<file path="src/rtl/sid_pot_sched.sv">
// rtl/sid_pot_sched.sv - time-multiplexes the SID POTX/POTY datapath across paddle ports
// Optional feature macro: SID_POT_SCHED_HYST_EN (per-axis 1-LSB capture hysteresis).
package sid;
  typedef logic [3:0] phase_t;
  localparam int PHI1      = 0;
  localparam int PHI1_PHI2 = 1;
  localparam int PHI2      = 2;
  localparam int PHI2_PHI1 = 3;

  typedef struct packed {
    logic [1:0][7:0] xy;
  } pot_reg_t;
endpackage

module sid_pot_sched #(
  parameter int NPORTS        = 2,
  parameter int SETTLE_ROUNDS = 1
) (
  input  logic              clk,
  input  logic              rst_n,
  input  sid::phase_t       phase,
  input  logic              en,
  input  logic              pot_discharge,
  input  sid::pot_reg_t     pot_reg,
  sid_pot_sched_if.master   bus
);
  localparam int SW = (NPORTS > 1) ? $clog2(NPORTS) : 1;
  localparam logic [SW-1:0] LAST_PORT = SW'(NPORTS - 1);
  localparam logic [1:0]    SETTLE_LOAD = 2'(SETTLE_ROUNDS);

  typedef enum logic [1:0] {SYNC, SETTLE, MEASURE, PARK} state_t;
  localparam state_t FIRST_STATE = (SETTLE_ROUNDS == 0) ? MEASURE : SETTLE;

  state_t                      state;
  logic                        disch_q;
  logic [1:0]                  settle;
  logic [SW-1:0]               mux_sel;
  logic [SW-1:0]               next_port;
  logic [SW-1:0]               upd_port;
  logic [NPORTS-1:0][1:0][7:0] pot_val;
  logic [NPORTS-1:0]           pot_valid;
  logic                        upd;

  logic                        tick;
  logic                        evt;
  logic [SW-1:0]               mux_inc;
  logic [1:0][7:0]             cap_val;
  logic                        unused_phase;

  assign tick         = phase[sid::PHI1_PHI2];
  assign unused_phase = ^phase;
  // Round boundary: discharge half just started, so pot_reg holds a full charge measurement
  assign evt          = tick & pot_discharge & ~disch_q;
  assign mux_inc      = (mux_sel == LAST_PORT) ? '0 : mux_sel + 1'b1;

`ifdef SID_POT_SCHED_HYST_EN
  function automatic logic near(input logic [7:0] a, input logic [7:0] b);
    logic [7:0] diff;
    diff = (a > b) ? (a - b) : (b - a);
    return diff < 8'd2;
  endfunction

  always_comb begin
    cap_val = pot_val[mux_sel];
    for (int a = 0; a < 2; a++) begin
      if (!pot_valid[mux_sel] || !near(pot_val[mux_sel][a], pot_reg.xy[a]))
        cap_val[a] = pot_reg.xy[a];
    end
  end
`else
  always_comb begin
    cap_val = pot_reg.xy;
  end
`endif

  always_ff @(posedge clk) begin
    if (!rst_n) begin
      state     <= SYNC;
      disch_q   <= 1'b1;
      settle    <= '0;
      mux_sel   <= '0;
      next_port <= '0;
      upd_port  <= '0;
      pot_val   <= '0;
      pot_valid <= '0;
      upd       <= 1'b0;
    end else begin
      upd <= 1'b0;
      if (tick) begin
        disch_q <= pot_discharge;
        case (state)
          SYNC: begin
            if (evt) begin
              if (en) begin
                mux_sel <= next_port;
                settle  <= SETTLE_LOAD;
                state   <= FIRST_STATE;
              end else begin
                state <= PARK;
              end
            end
          end
          SETTLE: begin
            if (evt) begin
              if (!en) begin
                state <= PARK;
              end else begin
                settle <= settle - 2'd1;
                if (settle == 2'd1)
                  state <= MEASURE;
              end
            end
          end
          MEASURE: begin
            if (evt) begin
              pot_val[mux_sel]   <= cap_val;
              pot_valid[mux_sel] <= 1'b1;
              upd                <= 1'b1;
              upd_port           <= mux_sel;
              if (en) begin
                mux_sel <= mux_inc;
                settle  <= SETTLE_LOAD;
                state   <= FIRST_STATE;
              end else begin
                state <= PARK;
              end
            end
          end
          PARK: begin
            // Resume with the port after the last one selected; SYNC waits for a clean boundary
            if (en) begin
              next_port <= mux_inc;
              state     <= SYNC;
            end
          end
          default: state <= SYNC;
        endcase
      end
    end
  end

  assign bus.mux_sel   = mux_sel;
  assign bus.pot_val   = pot_val;
  assign bus.pot_valid = pot_valid;
  assign bus.upd       = upd;
  assign bus.upd_port  = upd_port;
endmodule

</file>
<file path="src/rtl/sid_pot_sched_if.sv">
// rtl/sid_pot_sched_if.sv - result/select bus of the SID POT port scheduler
interface sid_pot_sched_if #(
  parameter int NPORTS = 2
);
  localparam int SW = (NPORTS > 1) ? $clog2(NPORTS) : 1;

  logic [SW-1:0]              mux_sel;
  logic [NPORTS-1:0][1:0][7:0] pot_val;
  logic [NPORTS-1:0]          pot_valid;
  logic                       upd;
  logic [SW-1:0]              upd_port;

  modport master (output mux_sel, pot_val, pot_valid, upd, upd_port);
  modport slave  (input  mux_sel, pot_val, pot_valid, upd, upd_port);
endinterface

</file>
<file path="src/flat_wrapper.sv">
// flat-port wrapper written by rule: the top's interface ports become plain ports
module sid_pot_sched_flat 
#(
  parameter int NPORTS        = 2,
  parameter int SETTLE_ROUNDS = 1
)
  (clk, rst_n, phase, en, pot_discharge, pot_reg, bus_mux_sel, bus_pot_val, bus_pot_valid, bus_upd, bus_upd_port);
  sid_pot_sched_if #(.NPORTS(NPORTS)) bus_i ();
  input  logic clk;
  input  logic rst_n;
  input  sid::phase_t phase;
  input  logic en;
  input  logic pot_discharge;
  input  sid::pot_reg_t pot_reg;
  output wire logic [$bits(bus_i.mux_sel)-1:0] bus_mux_sel;
  output wire logic [$bits(bus_i.pot_val)-1:0] bus_pot_val;
  output wire logic [$bits(bus_i.pot_valid)-1:0] bus_pot_valid;
  output wire logic [$bits(bus_i.upd)-1:0] bus_upd;
  output wire logic [$bits(bus_i.upd_port)-1:0] bus_upd_port;
  assign bus_mux_sel = bus_i.mux_sel;
  assign bus_pot_val = bus_i.pot_val;
  assign bus_pot_valid = bus_i.pot_valid;
  assign bus_upd = bus_i.upd;
  assign bus_upd_port = bus_i.upd_port;
  sid_pot_sched #(.NPORTS(NPORTS), .SETTLE_ROUNDS(SETTLE_ROUNDS)) u_core (.clk(clk), .rst_n(rst_n), .phase(phase), .en(en), .pot_discharge(pot_discharge), .pot_reg(pot_reg), .bus(bus_i));
endmodule
</file>
<file path="config.mk">
export PLATFORM = sky130hd
export DESIGN_NAME = sid_pot_sched_flat
export DESIGN_NICKNAME = d
export VERILOG_FILES = /design/src/rtl/sid_pot_sched.sv /design/src/rtl/sid_pot_sched_if.sv /design/src/flat_wrapper.sv
export SDC_FILE = /design/constraint.sdc
export NUM_CORES = 1
export LEC_CHECK = 0
export ABC_AREA = 1
export CAP_MARGIN = 10
export CORE_ASPECT_RATIO = 0.9
export CORE_UTILIZATION = 43
export DETAILED_ROUTE_END_ITERATION = 10
export PLACE_DENSITY = 0.84
export SKIP_CTS_REPAIR_TIMING = 1
export SLEW_MARGIN = 25
export SYNTH_ARGS = -nofsm -noshare
export SYNTH_HDL_FRONTEND = slang
export SYNTH_SLANG_ARGS = --single-unit
</file>
<file path="constraint.sdc">
create_clock -name clk -period 1.9 [get_ports clk]
set_clock_uncertainty 0.2 [all_clocks]
set_input_delay 0.57 -clock clk [delete_from_list [all_inputs] [get_ports clk]]
set_output_delay 0.57 -clock clk [all_outputs]
set_load 0.05 [all_outputs]
</file>
* Word level (Yosys, flattened, before mapping) *
Cells that the tools add are included.

cells by class
  muxes and demuxes = 24
  order comparisons = 2
  eq/ne operators = 14
  reduce and logical (&&, ||, !) cells = 11
  $add $sub $neg = 2
  bitwise operators = 4

operators by type and width
  kind                                                    count
  bitwise mux 32 bit                                      1
  two-way mux 2 bit                                       10
  demux 16 bit (select 1 bit)                             1
  two-way mux 16 bit                                      1
  AND reduction 6 bit                                     2
  inequality test 2 x 1 -> 1 bit (second input constant)  5
  AND reduction 3 bit                                     3
  inequality test 2 bit (second input constant)           4
  two-way mux 1 bit                                       7
  case mux 2 bit (3 select lines)                         1
  AND reduction 5 bit                                     1
  == test 2 x 1 -> 1 bit (second input constant)          2
  == test 2 bit (second input constant)                   2
  case mux 2 bit (2 select lines)                         1
  nonzero test 2 bit                                      2
  inequality test 3 x 2 -> 1 bit (second input constant)  1
  bitwise AND 1 bit                                       2
  logical NOT 2 bit                                       1
  < comparator 1 x 2 -> 1 bit (second input constant)     1
  bitwise OR 2 bit                                        1
  case mux 1 bit (2 select lines)                         1
  OR reduction 2 bit                                      1
  subtractor 2 x 1 -> 2 bit (second input constant)       1
  adder 1 bit (second input constant)                     1
  other kinds (4)                                         4

word-level totals
  flip-flop bits (word level) = 43
  output and inout bits = 37

* Logic depth before layout (Yosys ltp) *
Gate-level depths: netlist (run 1).

  word-level depth = 5
  depth in mapped cells = 9
  gate-level depth less buffers = 8

* Worst setup path after synthesis (run 1) *
No wires, ideal clock.

  path kind = reg2reg
  from = register u_core.mux_sel (netlist: u_core.bus.mux_sel)
  to = register, netlist name u_core.bus.pot_val[16]
  buffers on the path = 1
  setup time = 114 ps
  clock period less this slack = 1702 ps
  cell stages (with the launch flop) = 7
  required time = 1586 ps
  setup slack = 198 ps
  arrival = 1388 ps
  cells stage by stage = dfxtp_1 > inv_1 > nor2_4 > nand2_4 > buf_6 > o21ai_1 > nor2_1

between the ends
  word-level cells in the longest chain between the ends = 5
  elaborated cells between the ends (all ways) = 6
  classes of those cells = order compare (2); mux (3); reduce/logical (1)

ends and longest elaborated chain
  element                                                                                                 line                  text
  start: declaration                                                                                      sid_pot_sched.sv:37   logic [SW-1:0] mux_sel;
  start signal: assignment                                                                                sid_pot_sched.sv:95   mux_sel <= next_port;
  start signal: assignment                                                                                sid_pot_sched.sv:121  mux_sel <= mux_inc;
  < comparator 1 x 2 -> 1 bit (implied by the code) or greater-or-equal comparator 1 bit (tied branches)  sid_pot_sched.sv:116  pot_val[mux_sel] <= cap_val;
  logical AND 1 bit (implied by the code)                                                                 sid_pot_sched.sv:116
  two-way mux 16 bit (implied by the code)                                                                sid_pot_sched.sv:116
  demux 16 bit (select 1 bit) (*)                                                                         --
  bitwise mux 32 bit (*)                                                                                  sid_pot_sched.sv:116

Mark *: on every way between the ends. The rest lies on a longest branch, timed or not.
A chain may end at the register's enable or synchronous reset.

* Worst setup path in the final report (run 1) *
  from = input en
  to = register u_core.state[0]

between the ends
  word-level cells in the longest chain between the ends = 3
  elaborated cells between the ends (all ways) = 6
  classes of those cells = eq/ne (2); mux (3); reduce/logical (1)

ends and longest elaborated chain
  element                          line                  text
  start: declaration               flat_wrapper.sv:12    input logic en;
  two-way mux 2 bit                sid_pot_sched.sv:105  if (!en) begin
  two-way mux 2 bit                sid_pot_sched.sv:104  if (evt) begin
  case mux 2 bit (3 select lines)  sid_pot_sched.sv:91   case (state)
  end signal: assignment           sid_pot_sched.sv:97   state <= FIRST_STATE;
  end signal: assignment           sid_pot_sched.sv:106  state <= PARK;
  end signal: assignment           sid_pot_sched.sv:110  state <= MEASURE;
  end: declaration                 sid_pot_sched.sv:34   state_t state;

Several ways; a longest one is shown, not always the timed one. The select of a mux whose other input is x is not followed.

==> impl_metrics.json, run 1 <==
{
  "status": "completed",
  "cp_cell_sequence": "clkdlybuf4s50_1 > inv_1 > nor2_1 > o21ai_0 > nand3_2 > nand2_1 > inv_1",
  "critPathMaxStageDelay_ns": 0.43,
  "ant_nets": 0,
  "ys_seq_area_share_pct": 51.7,
  "period_share_pct": 92.9,
  "synth.area.top_cells": "dfxtp_1 (52%), nor2_1 (18%), o21ai_0 (5.4%)",
  "yosys.area.top_type_share_pct": 51.7,
  "drv_slew": 0,
  "slew_headroom_pct": 71.7,
  "cts-root-buf": "clkbuf_8",
  "swShare_pct": 23.1,
  "ys_ff_latch": 43,
  "crit_path_end_kind": "register",
  "clockBufferDepth": 2,
  "crit_required_ns": 1.90,
  "fmax_mhz": 567,
  "power_density_nw_per_um2": 575,
  "cts_tree": "built",
  "critPathLaunchType": "input port",
  "clk_pin_slew_ns": 0.08,
  "grt_overflow": 0,
  "io_pins": 61,
  "layout.nets": 302,
  "antenna_found_initial": 0,
  "dr.pass1.iters": 4,
  "cts-buffers-inserted": 5,
  "grt_pass1_wl_um": 6360,
  "syn_inst": 211,
  "totalPowerFinal_mw": 1.60,
  "holdWs_ns": 0.268,
  "multi_input_area_sq_um": 704,
  "crit_type": "input port to register",
  "comb_power_share_pct": 8.3,
  "crit_fanout": 3,
  "drt_iter0_drc": 76,
  "num_vias": 1551,
  "cts_sinks": 43,
  "place.gp.congestion": 0.815,
  "clock_latency_ns": 0.29,
  "fp.coreArea_sq_um": 3700,
  "wirelength_um": 4030,
  "fill_cells": 258,
  "register_area_sq_um": 861,
  "critical_path.slowest_cell": "clkdlybuf4s50_1",
  "track_usage_pct": 21.1,
  "internal_power_mw": 1.23,
  "die_area_sq_um": 4130,
  "fp-row-count": 21,
  "worst_pin_slew_ns": 0.420,
  "dpl.cell_count": 315,
  "synth_warnings": 0,
  "hold_path_class": "register to register",
  "yosysTopAreaCell": "dfxtp_1",
  "synthesis.nets": 236,
  "fin_cells": 324,
  "min_period_ns": 1.76,
  "final_util_pct": 75.3,
  "synth_cell_types": 19,
  "vdd_drop_max_mv": 0.552,
  "p_switching_mw": 0.371,
  "synth_area_sq_um": 1670,
  "dieHeight_um": 61.1,
  "dp_hpwl_um": 2940,
  "setup_viol": 0,
  "port_buffers": 57,
  "leakage_nw": 1.08,
  "finalHoldViolations": 0,
  "rsz0062_at_grt": "false",
  "initial_core_util_pct": 45.0,
  "synth.avg_cell_area_sq_um": 7.90,
  "cpLargestDelayFamily": "buffers and inverters",
  "area_growth_syn_to_layout_pct": 67.4,
  "power_frac_clock_pct": 34.8,
  "crit_top_cell": "inv_1",
  "grt_pass1_vias": 1378,
  "die_width_um": 67.6,
  "drive_above_1_share_pct": 24.1,
  "cp.arrival_ns": 1.76,
  "drc_errors": 0,
  "diodes": 0,
  "wl_per_cell_um": 12.4,
  "viasPerCell": 4.79,
  "cp_num_buf_inv": 3,
  "grt_start_max_net_pins": 19,
  "max-cap-violations": 0,
  "h-tree-depth": 2,
  "pwr-share-seq_pct": 56.9
}
==> sequential cells by signal, indices dropped and copies added, names as in the netlist <==
name,count
u_core.bus.mux_sel,1
u_core.bus.upd,1
u_core.bus.upd_port,1
u_core.next_port,1
u_core.settle,2
u_core.bus.pot_val,32
u_core.bus.pot_valid,2
u_core.state,2
u_core.disch_q,1
==> power by group through the flow <==
stage                     clock network (mW)  logic [mW]  registers [mW]
after floorplan                            0      0.0467           0.938
after global placement                     0       0.126           0.933
after detailed placement                   0       0.129           0.934
after CTS                              0.562       0.130           0.912
after global routing                   0.611       0.146           0.914
final                                  0.559       0.133           0.912
==> tightest hold or removal path: cells and delay by family (launching register included) <==
kind	cells	cell delay [ns]
DFF	1	0.31
AOI/OAI and AO/OA	1	0.05
and+or+nand+nor	1	0.06
==> layout by cell type, fill, tap and decap left out <==
master	count
clkinv_8	1
dfxtp_1	43
inv_8	1
nand2_2	1
o211ai_1	1
ha_1	1
clkbuf_8	5
nand3_1	5
a21oi_1	8
inv_2	2
clkdlybuf4s50_1	18
nand2_1	10
nor2_1	76
clkbuf_1	2
dlymetal6s2s_1	2
nor2_2	3
o21a_1	1
o21ai_0	16
inv_1	10
clkinv_2	1
nand3_2	2
buf_4	9
nand2_8	2
nor2_4	3
buf_12	37
o21ai_1	18
==> per-layer routing <==
layer	part of all wire (%)	routed length [um]	global-route usage, %	up-vias
li1	-	-	-	804
met5	0	0	0	-
met3	5.5	221	5.56	7
met2	50	2020	34.5	44
met1	43	1740	26.6	696
met4	1.3	54	8.51	0
==> worst paths after layout <==
| kind | cells past startpoint | endpoint | slack, ns | start |
|---|---|---|---|---|
| min reg2reg | 2 | u_core.settle[1]$_SDFFE_PN0P_ | 0.27 | u_core.settle[1]$_SDFFE_PN0P_ |
| min | 2 | u_core.settle[1]$_SDFFE_PN0P_ | 0.27 | u_core.settle[1]$_SDFFE_PN0P_ |
| max reg2reg | 8 | u_core.bus.pot_val[10]$_SDFFE_PN0P_ | 0.30 | u_core.state[1]$_SDFFE_PN0P_ |
| max | 7 | u_core.state[0]$_SDFFE_PN0P_ | 0.14 | en |
==> metrics by stage <==
step           area [sq um]  setup WS, ns  setup TNS, ns
2_1_floorplan          1670         0.198              0
3_3_place_gp           2650        -0.254          -8.88
3_5_place_dp           2650        -0.363         -11.45
4_1_cts                2730       -0.0719         -0.371
5_1_grt                2790        0.0712              0
6_report               2790         0.136              0
==> cells by family (layout without fill, tap and decap cells) <==
| group | after synthesis | in the layout | synth area share, % |
|---|---|---|---|
| simple gates | 102 | 102 | 25.9 |
| compound gates | 44 | 44 | 13.5 |
| flops | 43 | 43 | 51.7 |
| buf+inv | 21 | 88 | 8.18 |
| fa+ha+maj | 1 | 1 | 0.751 |
==> synth_stat cells <==
cell      count
ha_1          1
buf_12        2
nor2_1       78
o21a_1        1
o211ai_1      1
buf_6         2
o21ai_1      16
nand3_1       7
nor2_2        1
inv_1        10
nand2_1      11
o21ai_0      18
dfxtp_1      43
a21oi_1       8
inv_6         2
inv_2         2
clkbuf_1      3
nor2_4        3
nand2_4       2
==> final cells by class <==
type                            count  share of cell area (%)
Sequential cell                    43                    30.9
Multi-Input combinational cell    147                    25.2
Clock buffer                        7                    2.74
Clock inverter                      1                   0.179
Tap cell                           46                    2.06
Timing Repair Buffer               66                    36.3
Inverter                           14                    2.60
Note: power is estimated with default switching activity, not from simulation.
==> run 2, diff against run 1 <==
--- a/config.mk
+++ b/config.mk
@@ -12,7 +12,6 @@
 export DETAILED_ROUTE_END_ITERATION = 10
 export PLACE_DENSITY = 0.84
 export SKIP_CTS_REPAIR_TIMING = 1
-export SLEW_MARGIN = 25
 export SYNTH_ARGS = -nofsm -noshare
 export SYNTH_HDL_FRONTEND = slang
 export SYNTH_SLANG_ARGS = --single-unit
==> results of run 2 <==
Final layout, timing and power as in run 1 (identical DEF).
